$ cat config.mk
export PLATFORM = sky130hd
export DESIGN_NAME = vga_timing_gen
export DESIGN_NICKNAME = d
export VERILOG_FILES = /design/src/rtl/vga_timing_gen.sv
export SDC_FILE = /design/constraint.sdc
export NUM_CORES = 1
export LEC_CHECK = 0
export ABC_AREA = 1
export CELL_PAD_IN_SITES_DETAIL_PLACEMENT = 1
export CELL_PAD_IN_SITES_GLOBAL_PLACEMENT = 2
export CORE_ASPECT_RATIO = 1.25
export CORE_MARGIN = 1.5
export CORE_UTILIZATION = 29
export DETAILED_ROUTE_END_ITERATION = 10
export DONT_BUFFER_PORTS = 1
export GPL_TIMING_DRIVEN = 0
export PLACE_DENSITY = 0.75
export SETUP_SLACK_MARGIN = 0.05
export SLEW_MARGIN = 5
export SYNTH_ARGS = -nofsm -noshare
export SYNTH_HDL_FRONTEND = slang
export SYNTH_SLANG_ARGS = --single-unit
$ cat constraint.sdc
create_clock -name Clk -period 1.7 [get_ports Clk]
set_clock_uncertainty 0.15 [all_clocks]
set_input_delay 0.255 -clock Clk [delete_from_list [all_inputs] [get_ports Clk]]
set_output_delay 0.255 -clock Clk [all_outputs]
set_load 0.02 [all_outputs]
$ cat src/rtl/vga_timing_gen.sv
// VGA raster timing: pixel-enable divider, DrawX/DrawY counters, sync/blank and frame pulse.
// Optional feature macro VGA_FRAME_COUNT_EN adds a 16-bit frame_count output.
module vga_timing_gen #(
  parameter int unsigned CLK_DIV   = 2,
  parameter int unsigned H_VISIBLE = 640,
  parameter int unsigned H_FP      = 16,
  parameter int unsigned H_SYNC    = 96,
  parameter int unsigned H_BP      = 48,
  parameter int unsigned V_VISIBLE = 480,
  parameter int unsigned V_FP      = 10,
  parameter int unsigned V_SYNC    = 2,
  parameter int unsigned V_BP      = 33
) (
  input  logic        Clk,
  input  logic        Reset,
  output logic        pix_ce,
  output logic        hs,
  output logic        vs,
  output logic        blank,
  output logic [9:0]  DrawX,
  output logic [9:0]  DrawY,
  output logic        frame_start
`ifdef VGA_FRAME_COUNT_EN
  ,
  output logic [15:0] frame_count
`endif
);

  localparam int unsigned H_TOTAL = H_VISIBLE + H_FP + H_SYNC + H_BP;
  localparam int unsigned V_TOTAL = V_VISIBLE + V_FP + V_SYNC + V_BP;
  localparam int unsigned DIV_W   = (CLK_DIV > 1) ? $clog2(CLK_DIV) : 1;

  localparam logic [DIV_W-1:0] DIV_LAST = DIV_W'(CLK_DIV - 1);
  localparam logic [9:0] H_LAST   = 10'(H_TOTAL - 1);
  localparam logic [9:0] V_LAST   = 10'(V_TOTAL - 1);
  localparam logic [9:0] H_VIS    = 10'(H_VISIBLE);
  localparam logic [9:0] V_VIS    = 10'(V_VISIBLE);
  localparam logic [9:0] HS_FIRST = 10'(H_VISIBLE + H_FP);
  localparam logic [9:0] HS_LAST  = 10'(H_VISIBLE + H_FP + H_SYNC - 1);
  localparam logic [9:0] VS_FIRST = 10'(V_VISIBLE + V_FP);
  localparam logic [9:0] VS_LAST  = 10'(V_VISIBLE + V_FP + V_SYNC - 1);

  logic [DIV_W-1:0] div_q, div_d;
  logic [9:0]       x_q, x_d;
  logic [9:0]       y_q, y_d;
  logic             hs_q, hs_d;
  logic             vs_q, vs_d;
  logic             blank_q, blank_d;
  logic             fs_q, fs_d;

  // With CLK_DIV=1 div_q is stuck at 0 == DIV_LAST, so pix_ce stays high even in reset.
  assign pix_ce = (div_q == DIV_LAST);

  // Next-state counters; sync/blank decoded from the next position for zero skew.
  always_comb begin
    div_d = div_q;
    x_d   = x_q;
    y_d   = y_q;
    fs_d  = 1'b0;
    if (pix_ce) begin
      div_d = '0;
      if (x_q == H_LAST) begin
        x_d = '0;
        if (y_q == V_LAST) begin
          y_d  = '0;
          fs_d = 1'b1;
        end else begin
          y_d = y_q + 10'd1;
        end
      end else begin
        x_d = x_q + 10'd1;
      end
    end else begin
      div_d = div_q + DIV_W'(1);
    end
    hs_d    = !((x_d >= HS_FIRST) && (x_d <= HS_LAST));
    vs_d    = !((y_d >= VS_FIRST) && (y_d <= VS_LAST));
    blank_d = (x_d >= H_VIS) || (y_d >= V_VIS);
  end

  always_ff @(posedge Clk) begin
    if (Reset) begin
      div_q   <= '0;
      x_q     <= '0;
      y_q     <= '0;
      hs_q    <= 1'b1;
      vs_q    <= 1'b1;
      blank_q <= 1'b0;
      fs_q    <= 1'b0;
    end else begin
      div_q   <= div_d;
      x_q     <= x_d;
      y_q     <= y_d;
      hs_q    <= hs_d;
      vs_q    <= vs_d;
      blank_q <= blank_d;
      fs_q    <= fs_d;
    end
  end

`ifdef VGA_FRAME_COUNT_EN
  logic [15:0] fc_q;

  // Bumps on the wrap edge so the new count appears alongside frame_start.
  always_ff @(posedge Clk) begin
    if (Reset) begin
      fc_q <= '0;
    end else if (fs_d) begin
      fc_q <= fc_q + 16'd1;
    end
  end

  assign frame_count = fc_q;
`endif

  assign DrawX       = x_q;
  assign DrawY       = y_q;
  assign hs          = hs_q;
  assign vs          = vs_q;
  assign blank       = blank_q;
  assign frame_start = fs_q;

endmodule

==> results.sh, run 1 <==
export IMPL_place_congestion=0.732
export IMPL_cts_made_buffers=3
export IMPL_grt_pass1_vias=1452
export IMPL_grt_ovfl_total=0
export IMPL_fin_tns_setup_ps=-611
export IMPL_grt_max_degree=15
export IMPL_cts_tree="yes"
export IMPL_synthFlopType="dfxtp_1"
export IMPL_yosysTopAreaCell="dfxtp_1"
export IMPL_critPathRequiredTime_ps=1720
export IMPL_placed_area_um2=1480
export IMPL_status="complete, but fails checks"
export IMPL_syn_area_per_cell_um2=6.52
export IMPL_routed_via_density=4.92
export IMPL_dr_total_vias=1442
export IMPL_die_area_um2=5190
export IMPL_cts_root_buf="clkbuf_8"
export IMPL_antenna_found_initial=0
export IMPL_clkSinkCount=25
export IMPL_yosysMostFrequentCell="nand2_1"
export IMPL_ios=27
export IMPL_postSynthNetCount=217
export IMPL_maxCapViolCount=0
export IMPL_worst_hold_path_endpoint="DrawX[8]"
export IMPL_slew_violations=0
export IMPL_grt_pass1_wl_mm=7.02
export IMPL_min_path_cells=2
export IMPL_cts_clk_slew_worst_paths_ps=100
export IMPL_p_leak_nw=0.754
export IMPL_rows=27
export IMPL_powerDensity_nw_per_um2=552
export IMPL_cp_end_kind="flop"
export IMPL_synth_edff_count=0
export IMPL_r2r_cells=10
export IMPL_die_h_um=80.2
export IMPL_post_drt_wl_per_cell_um=14.7
export IMPL_fin_util=0.413
export IMPL_synthTopCellsByArea="dfxtp_1 36%, nand2_1 15%, nand3_1 9.8%"
export IMPL_dpl_cell_count=270
export IMPL_detailed_place_hpwl_mm=3.07
export IMPL_fillers=583
export IMPL_worst_slew_margin_rel=0.555
export IMPL_final_cell_area_um2=1860
export IMPL_fmax_ghz=0.532
export IMPL_synth_common_cells="54 x nand2_1, 32 x nor2_1, 30 x inv_1"
export IMPL_drt_wl_total_mm=4.32
export IMPL_hold_path_class="input port to flop"
export IMPL_rsz0062_at_grt="yes"
export IMPL_rrSetupSlack_ps=-180
export IMPL_synth_seq_cells=25
export IMPL_violations="setup timing"
export IMPL_synth_cell_types=28
export IMPL_synthArstFlopShare=0
export IMPL_hold_violations=0
export IMPL_crit_start="DrawX[0]"
export IMPL_hold_worst_slack_ps=337
export IMPL_crit_type="flop to flop"
export IMPL_synth_cells=212
export IMPL_die_w_um=64.7
export IMPL_syn_to_final_growth_pct=34.3
export IMPL_io_buffers=0
export IMPL_min_delay_start="Reset"
export IMPL_peakVddDrop_v=0.000230
export IMPL_yosys_warnings=0
export IMPL_synth_top_area_share=0.362
export IMPL_fin_nets=241
export IMPL_drc_errors=0
export IMPL_worst_pin_slew_ps=668
export IMPL_synth_sequential_area_ratio=0.362
export IMPL_cp_cell_sequence="ha_4, nand2_4, nor2_2, nand4_2, buf_4, nand3_2, nand2_2, buf_4, nor3_2, nand2_1"
export IMPL_dr_pass1_iters=4
export IMPL_drt_initial_drc_count=43
export IMPL_rr_endpoint="hs"
export IMPL_clk_latency_ps=280
export IMPL_period_share=1.11
export IMPL_worst_slack_ps=-181
export IMPL_cpPeakStageDelay_ps=420
export IMPL_drive_gt1_frac=0.379
export IMPL_crit_arrival_ps=1910
export IMPL_netlist_area_um2=1380
export IMPL_diodes=0
export IMPL_ant_nets=0
export IMPL_start_util=0.307
export IMPL_crit_top_cell="buf_4"
export IMPL_h_tree_depth=1
export IMPL_worst_path_max_fanout=4
export IMPL_setup_viol=6
export IMPL_coreArea_um2=4490
export IMPL_clockBufferDepth=2
export IMPL_startpoint_type="flop"
export IMPL_fin_crit_ps=1880
export IMPL_gr_usage_all_layers=0.175
export IMPL_reg2reg_from="DrawX[0]"
export IMPL_critPathSlowestCell="dfxtp_4"
export IMPL_fin_cells=293
-- where the power goes --
part / total [mW] / switching [mW] / internal [mW]
Clock: 0.373 / 0.208 / 0.165
Sequential: 0.599 / 0.0143 / 0.585
Combinational: 0.0518 / 0.0326 / 0.0191
Total: 1.02 / 0.255 / 0.769
-- stage by stage --
stage	worst slack, ps	power [mW]
finish	-181	1.02
global route	-311	1.07
CTS	-248	1.03
detailed placement	-391	0.657
global placement	-307	0.656
floorplan	16.6	0.643
-- registers in the layout, summed over array words and instances, names as in the netlist --
| register | cells |
|---|---|
| blank | 1 |
| DrawX | 10 |
| DrawY | 10 |
| hs | 1 |
| frame_start | 1 |
| pix_ce | 1 |
| vs | 1 |
-- worst max-delay path, delay by kind of cell (launching register included) --
kind,cells,cell delay (ps)
buffers and inverters,2,320
flip-flops,1,420
AND/OR/NAND/NOR,7,720
adder cells (fa/ha/maj),1,160
-- timing repair --
action / CTS / global route
pin swaps: 10 / 25
endpoints found under the hold margin: 3 / 0
gates cloned: 1 / 0
endpoints found under the setup margin: 14 / 19
setup buffers: 7 / 10
resized for setup: 28 / 33
hold buffers: 1 / 0
-- cells in the final DEF, fill, tap and decap left out, types with 4 or more instances in the layout --
cell	Yosys	routed
a21oi_1	5	5
buf_4	1	18
dfxtp_1	25	8
dfxtp_2	0	11
dfxtp_4	0	6
inv_1	30	27
nand2_1	54	42
nand2_2	1	12
nand3_1	27	19
nand3_2	2	10
nand4_1	4	4
nor2_1	32	22
nor2_2	3	7
nor2_4	2	8
nor3_1	5	4
o21ai_0	4	4
-- routing by layer --
| metal | wire (um) | GRT usage |
|---|---|---|
| met1 | 1870 | 0.198 |
| met2 | 2260 | 0.330 |
| met3 | 148 | 0.0322 |
| met4 | 44 | 0.0447 |
| met5 | 0 | 0 |
-- worst max path at each step --
stage | to
final | hs
after global routing | vs
after CTS | vs
after detailed placement | vs
after global placement | vs
after floorplan | vs
-- logic make-up (layout without fill, tap and decap cells) --
| kind of cell | count (synthesis) | after routing | share of synthesized area |
|---|---|---|---|
| compound gates | 13 | 13 | 0.0534 |
| xor+xnor | 2 | 2 | 0.0127 |
| fa+ha+maj | 3 | 3 | 0.0272 |
| buf+inv | 36 | 59 | 0.108 |
| flops | 25 | 25 | 0.362 |
| simple gates | 133 | 133 | 0.437 |
-- area by class of cell --
type	count	area (um2)	area share
Multi-Input combinational cell	151	898	0.484
Clock inverter	1	5.00	0.00270
Sequential cell	25	537	0.289
Inverter	31	118	0.0634
Clock buffer	3	41.3	0.0223
Tap cell	58	72.6	0.0391
Timing Repair Buffer	19	145	0.0782
Buffer	5	38.8	0.0209
Power figures use the tool's default switching activity.
==> run 2: changes to the inputs <==
--- a/config.mk
+++ b/config.mk
@@ -5,16 +5,15 @@
 export SDC_FILE = /design/constraint.sdc
 export NUM_CORES = 1
 export LEC_CHECK = 0
-export ABC_AREA = 1
 export CELL_PAD_IN_SITES_DETAIL_PLACEMENT = 1
 export CELL_PAD_IN_SITES_GLOBAL_PLACEMENT = 2
 export CORE_ASPECT_RATIO = 1.25
 export CORE_MARGIN = 1.5
-export CORE_UTILIZATION = 29
+export CORE_UTILIZATION = 32
 export DETAILED_ROUTE_END_ITERATION = 10
 export DONT_BUFFER_PORTS = 1
 export GPL_TIMING_DRIVEN = 0
-export PLACE_DENSITY = 0.75
+export PLACE_DENSITY = 0.76
 export SETUP_SLACK_MARGIN = 0.05
 export SLEW_MARGIN = 5
 export SYNTH_ARGS = -nofsm -noshare
==> results.sh, run 2 <==
export IMPL_gr_usage_all_layers=0.190
export IMPL_rows=26
export IMPL_fin_nets=203
export IMPL_seqCellArea_um2=517
export IMPL_synth_cell_types=46
export IMPL_synthTopCellsByArea="dfxtp_1 37%, xnor2_1 7.1%, nor2_1 5.8%"
export IMPL_power_mw=1.04
export IMPL_synth_common_cells="25 x dfxtp_1, 21 x nor2_1, 17 x nand2_1"
export IMPL_worst_path_max_fanout=4
export IMPL_grt_ovfl_total=0
export IMPL_worst_pin_slew_ps=617
export IMPL_drive_gt1_frac=0.355
export IMPL_synth_edff_count=0
export IMPL_synth_top_area_share=0.371
export IMPL_synth_cells=170
export IMPL_clk_latency_ps=270
export IMPL_io_buffers=0
export IMPL_ios=27
export IMPL_cp_cell_sequence="buf_6, or4b_4, or4_4, buf_6, or2_4, o21ba_1, or4_4, nand4b_1"
export IMPL_mostFrequentLayoutCell="nor2_1"
export IMPL_yosysMostFrequentCell="dfxtp_1"
export IMPL_syn_area_per_cell_um2=7.94
export IMPL_routed_via_density=5.23
export IMPL_yosysTopAreaCell="dfxtp_1"
export IMPL_violations="setup timing"
export IMPL_die_h_um=75.6
export IMPL_start_util=0.332
export IMPL_hold_violations=0
export IMPL_worst_slew_margin_rel=0.586
export IMPL_worst_slack_ps=-1240
export IMPL_crit_start="DrawX[6]"
export IMPL_grt_pass1_vias=1348
export IMPL_reg2reg_from="DrawX[6]"
export IMPL_cpPeakStageDelay_ps=510
export IMPL_clockPowerShare=0.352
export IMPL_grt_busiest_layer="met2"
export IMPL_fin_crit_ps=2940
export IMPL_cp_end_kind="flop"
export IMPL_switching_power_mw=0.251
export IMPL_powerDensity_nw_per_um2=548
export IMPL_syn_to_final_growth_pct=40.1
export IMPL_pwr_share_comb=0.059
export IMPL_post_drt_wl_per_cell_um=16.4
export IMPL_synthArstFlopShare=0
export IMPL_status="complete, but fails checks"
export IMPL_drt_wl_total_mm=4.16
export IMPL_synthFlopType="dfxtp_1"
export IMPL_p_sw_frac=0.242
export IMPL_seqPwrFrac=0.590
export IMPL_synth_sequential_area_ratio=0.371
export IMPL_detailed_place_hpwl_mm=2.71
export IMPL_cts_made_buffers=3
export IMPL_h_tree_depth=1
export IMPL_fin_util=0.465
export IMPL_critPathTopFamily="simple AND/OR/NAND/NOR gates"
export IMPL_layout_common_cells="18 x nor2_1, 16 x dfxtp_1, 14 x nand2_1, 14 x buf_4"
export IMPL_slew_violations=0
export IMPL_die_area_um2=4620
export IMPL_place_congestion=0.820
export IMPL_dr_total_vias=1322
export IMPL_rsz0062_at_grt="yes"
export IMPL_setup_viol=21
export IMPL_drc_errors=0
export IMPL_antenna_found_initial=0
export IMPL_postSynthNetCount=175
export IMPL_crit_type="flop to flop"
export IMPL_min_delay_start="Reset"
export IMPL_drt_initial_drc_count=51
export IMPL_dr_pass1_iters=4
export IMPL_yosys_warnings=0
export IMPL_cts_tree="yes"
export IMPL_p_leak_nw=0.718
export IMPL_cts_clk_slew_worst_paths_ps=100
export IMPL_die_w_um=61.1
export IMPL_met2_usage=0.348
export IMPL_clockBufferDepth=2
export IMPL_netlist_area_um2=1350
export IMPL_period_share=1.73
export IMPL_clkSinkCount=25
export IMPL_fin_tns_setup_ps=-15710
export IMPL_maxCapViolCount=0
export IMPL_gr_usage_met3=0.0340
export IMPL_coreArea_um2=4070
export IMPL_grt_util_met1=0.225
export IMPL_hold_path_class="input port to flop"
export IMPL_fmax_ghz=0.340
export IMPL_synth_seq_cells=25
export IMPL_crit_arrival_ps=2930
export IMPL_critPathRequiredTime_ps=1690
export IMPL_p_int_mw=0.786
export IMPL_fillers=476
export IMPL_critPathSlowestCell="or4b_4"
export IMPL_grt_max_degree=15
export IMPL_peakVddDrop_v=0.000313
export IMPL_crit_buf_inv=2
export IMPL_cts_root_buf="clkbuf_8"
export IMPL_ant_nets=0
export IMPL_multi_input_area_um2=951
export IMPL_grt_pass1_wl_mm=6.61
export IMPL_startpoint_type="flop"
export IMPL_diodes=0
==> run 2: logic make-up after synthesis <==
logic type,after synthesis,share of synthesized area
fa+ha+maj,3,0.0278
xor+xnor,14,0.0908
compound gates,29,0.136
simple gates,81,0.313
mux,1,0.00741
buf+inv,17,0.0537
flops,25,0.371
==> run 2: final cells by class <==
class,count,area share
plain buffers,9,0.0390
clock buffers,3,0.0218
clock inverters,1,0.00265
inverters,8,0.0159
multi-input cells,128,0.503
flip-flops and latches,25,0.273
well taps,56,0.0370
repair buffers,23,0.108
==> run 2: per-stage QoR <==
step	instance area (um2)	hold slack (ps)	instances	setup slack, ps
after global placement	1440	296	226	-1400
after CTS	1810	20.7	251	-1250
after floorplan	1370	266	170	-1140
final	1890	155	253	-1240
after global routing	1890	149	253	-1330
after detailed placement	1440	291	226	-1440
==> run 2: what timing repair did <==
action,in CTS,in global routing
hold endpoints to repair,1,1
pin swaps,9,10
resized for setup,35,22
endpoints found under the setup margin,23,23
hold buffers,1,1
buffers inserted,21,6
gates cloned,0,0
==> run 2: final timing paths <==
| check | endpoint | slack [ps] | cells after the start |
|---|---|---|---|
| max | vs | -1240 | 8 |
| min reg2reg | DrawX[1] | 410 | 2 |
| max reg2reg | vs | -1240 | 8 |
| min | DrawY[7] | 160 | 4 |
==> run 2: layer usage <==
metal | wire length (um) | vias up
li1 | - | 659
met2 | 2280 | 22
met4 | 63 | 0
met5 | 0 | -
met3 | 125 | 6
met1 | 1690 | 635
==> run 2: power groups by stage <==
| stage | clock (mW) | combinational [mW] | sequential [mW] |
|---|---|---|---|
| after floorplan | 0 | 0.0301 | 0.622 |
| after global placement | 0 | 0.0374 | 0.625 |
| after detailed placement | 0 | 0.0384 | 0.625 |
| after CTS | 0.378 | 0.0531 | 0.611 |
| after global routing | 0.402 | 0.0666 | 0.614 |
| final | 0.365 | 0.0607 | 0.612 |
==> run 2: tightest hold or removal path: cells and delay by family <==
kind / cells / cell delay, ps
buf+inv: 2 / 160
compound gates: 2 / 130
==> run 3: changes to the inputs <==
--- a/config.mk
+++ b/config.mk
@@ -9,11 +9,11 @@
 export CELL_PAD_IN_SITES_GLOBAL_PLACEMENT = 2
 export CORE_ASPECT_RATIO = 1.25
 export CORE_MARGIN = 1.5
-export CORE_UTILIZATION = 32
+export CORE_UTILIZATION = 38
 export DETAILED_ROUTE_END_ITERATION = 10
 export DONT_BUFFER_PORTS = 1
 export GPL_TIMING_DRIVEN = 0
-export PLACE_DENSITY = 0.76
+export PLACE_DENSITY = 0.85
 export SETUP_SLACK_MARGIN = 0.05
 export SLEW_MARGIN = 5
 export SYNTH_ARGS = -nofsm -noshare
==> constraint.sdc (replaced) <==
create_clock -name Clk -period 3.5 [get_ports Clk]
set_clock_uncertainty 0.15 [all_clocks]
set_input_delay 0.525 -clock Clk [delete_from_list [all_inputs] [get_ports Clk]]
set_output_delay 0.525 -clock Clk [all_outputs]
set_load 0.02 [all_outputs]
==> results.sh, run 3 (same netlist as run 2, synthesis figures left out) <==
export IMPL_startpoint_type="flop"
export IMPL_drt_wl_total_mm=3.65
export IMPL_worst_slack_ps=245
export IMPL_p_sw_frac=0.232
export IMPL_layout_common_cells="25 x dfxtp_1, 21 x nor2_1, 17 x nand2_1, 11 x xnor2_1"
export IMPL_syn_to_final_growth_pct=7.14
export IMPL_cts_made_buffers=3
export IMPL_detailed_place_hpwl_mm=2.82
export IMPL_hold_violations=0
export IMPL_worst_pin_slew_ps=1070
export IMPL_ant_nets=0
export IMPL_multi_input_area_um2=777
export IMPL_mostFrequentLayoutCell="dfxtp_1"
export IMPL_clk_latency_ps=270
export IMPL_pwr_share_comb=0.040
export IMPL_coreArea_um2=3450
export IMPL_hold_path_class="input port to flop"
export IMPL_period_share=0.930
export IMPL_drive_gt1_frac=0.0805
export IMPL_die_h_um=69.6
export IMPL_cts_hold_buf=0
export IMPL_worst_path_max_fanout=6
export IMPL_routed_via_density=5.94
export IMPL_clockPowerShare=0.353
export IMPL_grt_pass1_wl_mm=6.18
export IMPL_cts_root_buf="clkbuf_8"
export IMPL_worst_slew_margin_rel=0.281
export IMPL_p_leak_nw=0.487
export IMPL_dr_total_vias=1266
export IMPL_grt_ovfl_total=0
export IMPL_gr_usage_all_layers=0.198
export IMPL_drt_initial_drc_count=22
export IMPL_maxCapViolCount=0
export IMPL_dp_worst_setup_slack_ps=185
export IMPL_die_w_um=56.3
export IMPL_ios=27
export IMPL_rows=24
export IMPL_h_tree_depth=1
export IMPL_setup_viol=0
export IMPL_fillers=427
export IMPL_die_area_um2=3920
export IMPL_place_congestion=0.766
export IMPL_cts_clk_slew_worst_paths_ps=90
export IMPL_fin_crit_ps=3260
export IMPL_seqCellArea_um2=500
export IMPL_powerDensity_nw_per_um2=338
export IMPL_clockBufferDepth=2
export IMPL_p_int_mw=0.375
export IMPL_critPathRequiredTime_ps=3500
export IMPL_peakVddDrop_v=0.000188
export IMPL_slew_violations=0
export IMPL_cts_setup_buffers=0
export IMPL_status="finished clean"
export IMPL_crit_type="flop to flop"
export IMPL_clkSinkCount=25
export IMPL_drc_errors=0
export IMPL_io_buffers=0
export IMPL_fin_tns_setup_ps=0
export IMPL_cp_end_kind="flop"
export IMPL_diodes=0
export IMPL_dr_pass1_iters=4
export IMPL_final_cell_area_um2=1450
export IMPL_post_drt_wl_per_cell_um=17.1
export IMPL_grt_pass1_vias=1312
export IMPL_fin_nets=180
export IMPL_switching_power_mw=0.114
export IMPL_crit_arrival_ps=3250
export IMPL_seqPwrFrac=0.608
export IMPL_grt_max_degree=15
export IMPL_antenna_found_initial=0
export IMPL_fmax_ghz=0.307
export IMPL_start_util=0.391
export IMPL_placed_area_um2=1400
export IMPL_rsz0062_at_grt="no"
export IMPL_cts_tree="yes"
[run 3: cell types whose count changed in the layout (fill, tap and decap cells not counted), moves of 7 or more]
cell / previous run / this run
buf_4: 14 / 0
dfxtp_1: 16 / 25
dfxtp_2: 7 / 0
buf_6: 9 / 1
[run 3: stage by stage]
step,power (mW),std cells,hold WS [ps],util
final,0.489,213,272,0.419
after global routing,0.508,213,265,0.419
after CTS,0.494,213,260,0.418
after detailed placement,0.323,209,469,0.405
after global placement,0.321,209,457,0.405
after floorplan,0.317,170,427,-
[run 3: worst max-delay path: stages, from the launching register on]
cell and delay, ps:
dfxtp_1 540, ha_1 280, nand3_1 230, or4_4 590, buf_6 150, or2_4 270
o21ba_1 160, or4_1 550, nand4b_1 210
[run 3: layer usage]
metal  global-route usage  up-vias  part of all wire
met1                0.217      617              0.40
li1                     -      608                 -
met4               0.0979        0             0.035
met3               0.0410       11             0.040
met5                    0        -                 0
met2                0.354       30              0.52
[run 3: final timing paths]
check                 from  endpoint  slack [ps]  cells after the start
hold reg to reg   DrawX[1]  DrawX[1]         480                      2
setup / recovery  DrawX[0]        vs         240                      8
setup reg to reg  DrawX[0]        vs         240                      8
hold / removal       Reset     blank         270                      1
[run 3: timing repair]
action / CTS / global route
hold endpoints to repair: 0 / 0
endpoints found under the setup margin: 0 / 1
gates resized for setup: 0 / 2
[run 3: final cells by class]
| type | instances | share of cell area |
|---|---|---|
| multi-input cells | 128 | 0.537 |
| plain buffers | 9 | 0.0303 |
| flip-flops and latches | 25 | 0.346 |
| clock buffers | 3 | 0.0285 |
| inverters | 8 | 0.0208 |
| well taps | 39 | 0.0337 |
| clock inverters | 1 | 0.00346 |
[run 3: power by group through the flow]
stage	clock (mW)	sequential [mW]	combinational (mW)
final	0.172	0.297	0.0194
after global routing	0.188	0.298	0.0220
after CTS	0.178	0.297	0.0192
after detailed placement	0	0.304	0.0190
after global placement	0	0.304	0.0178
after floorplan	0	0.302	0.0144
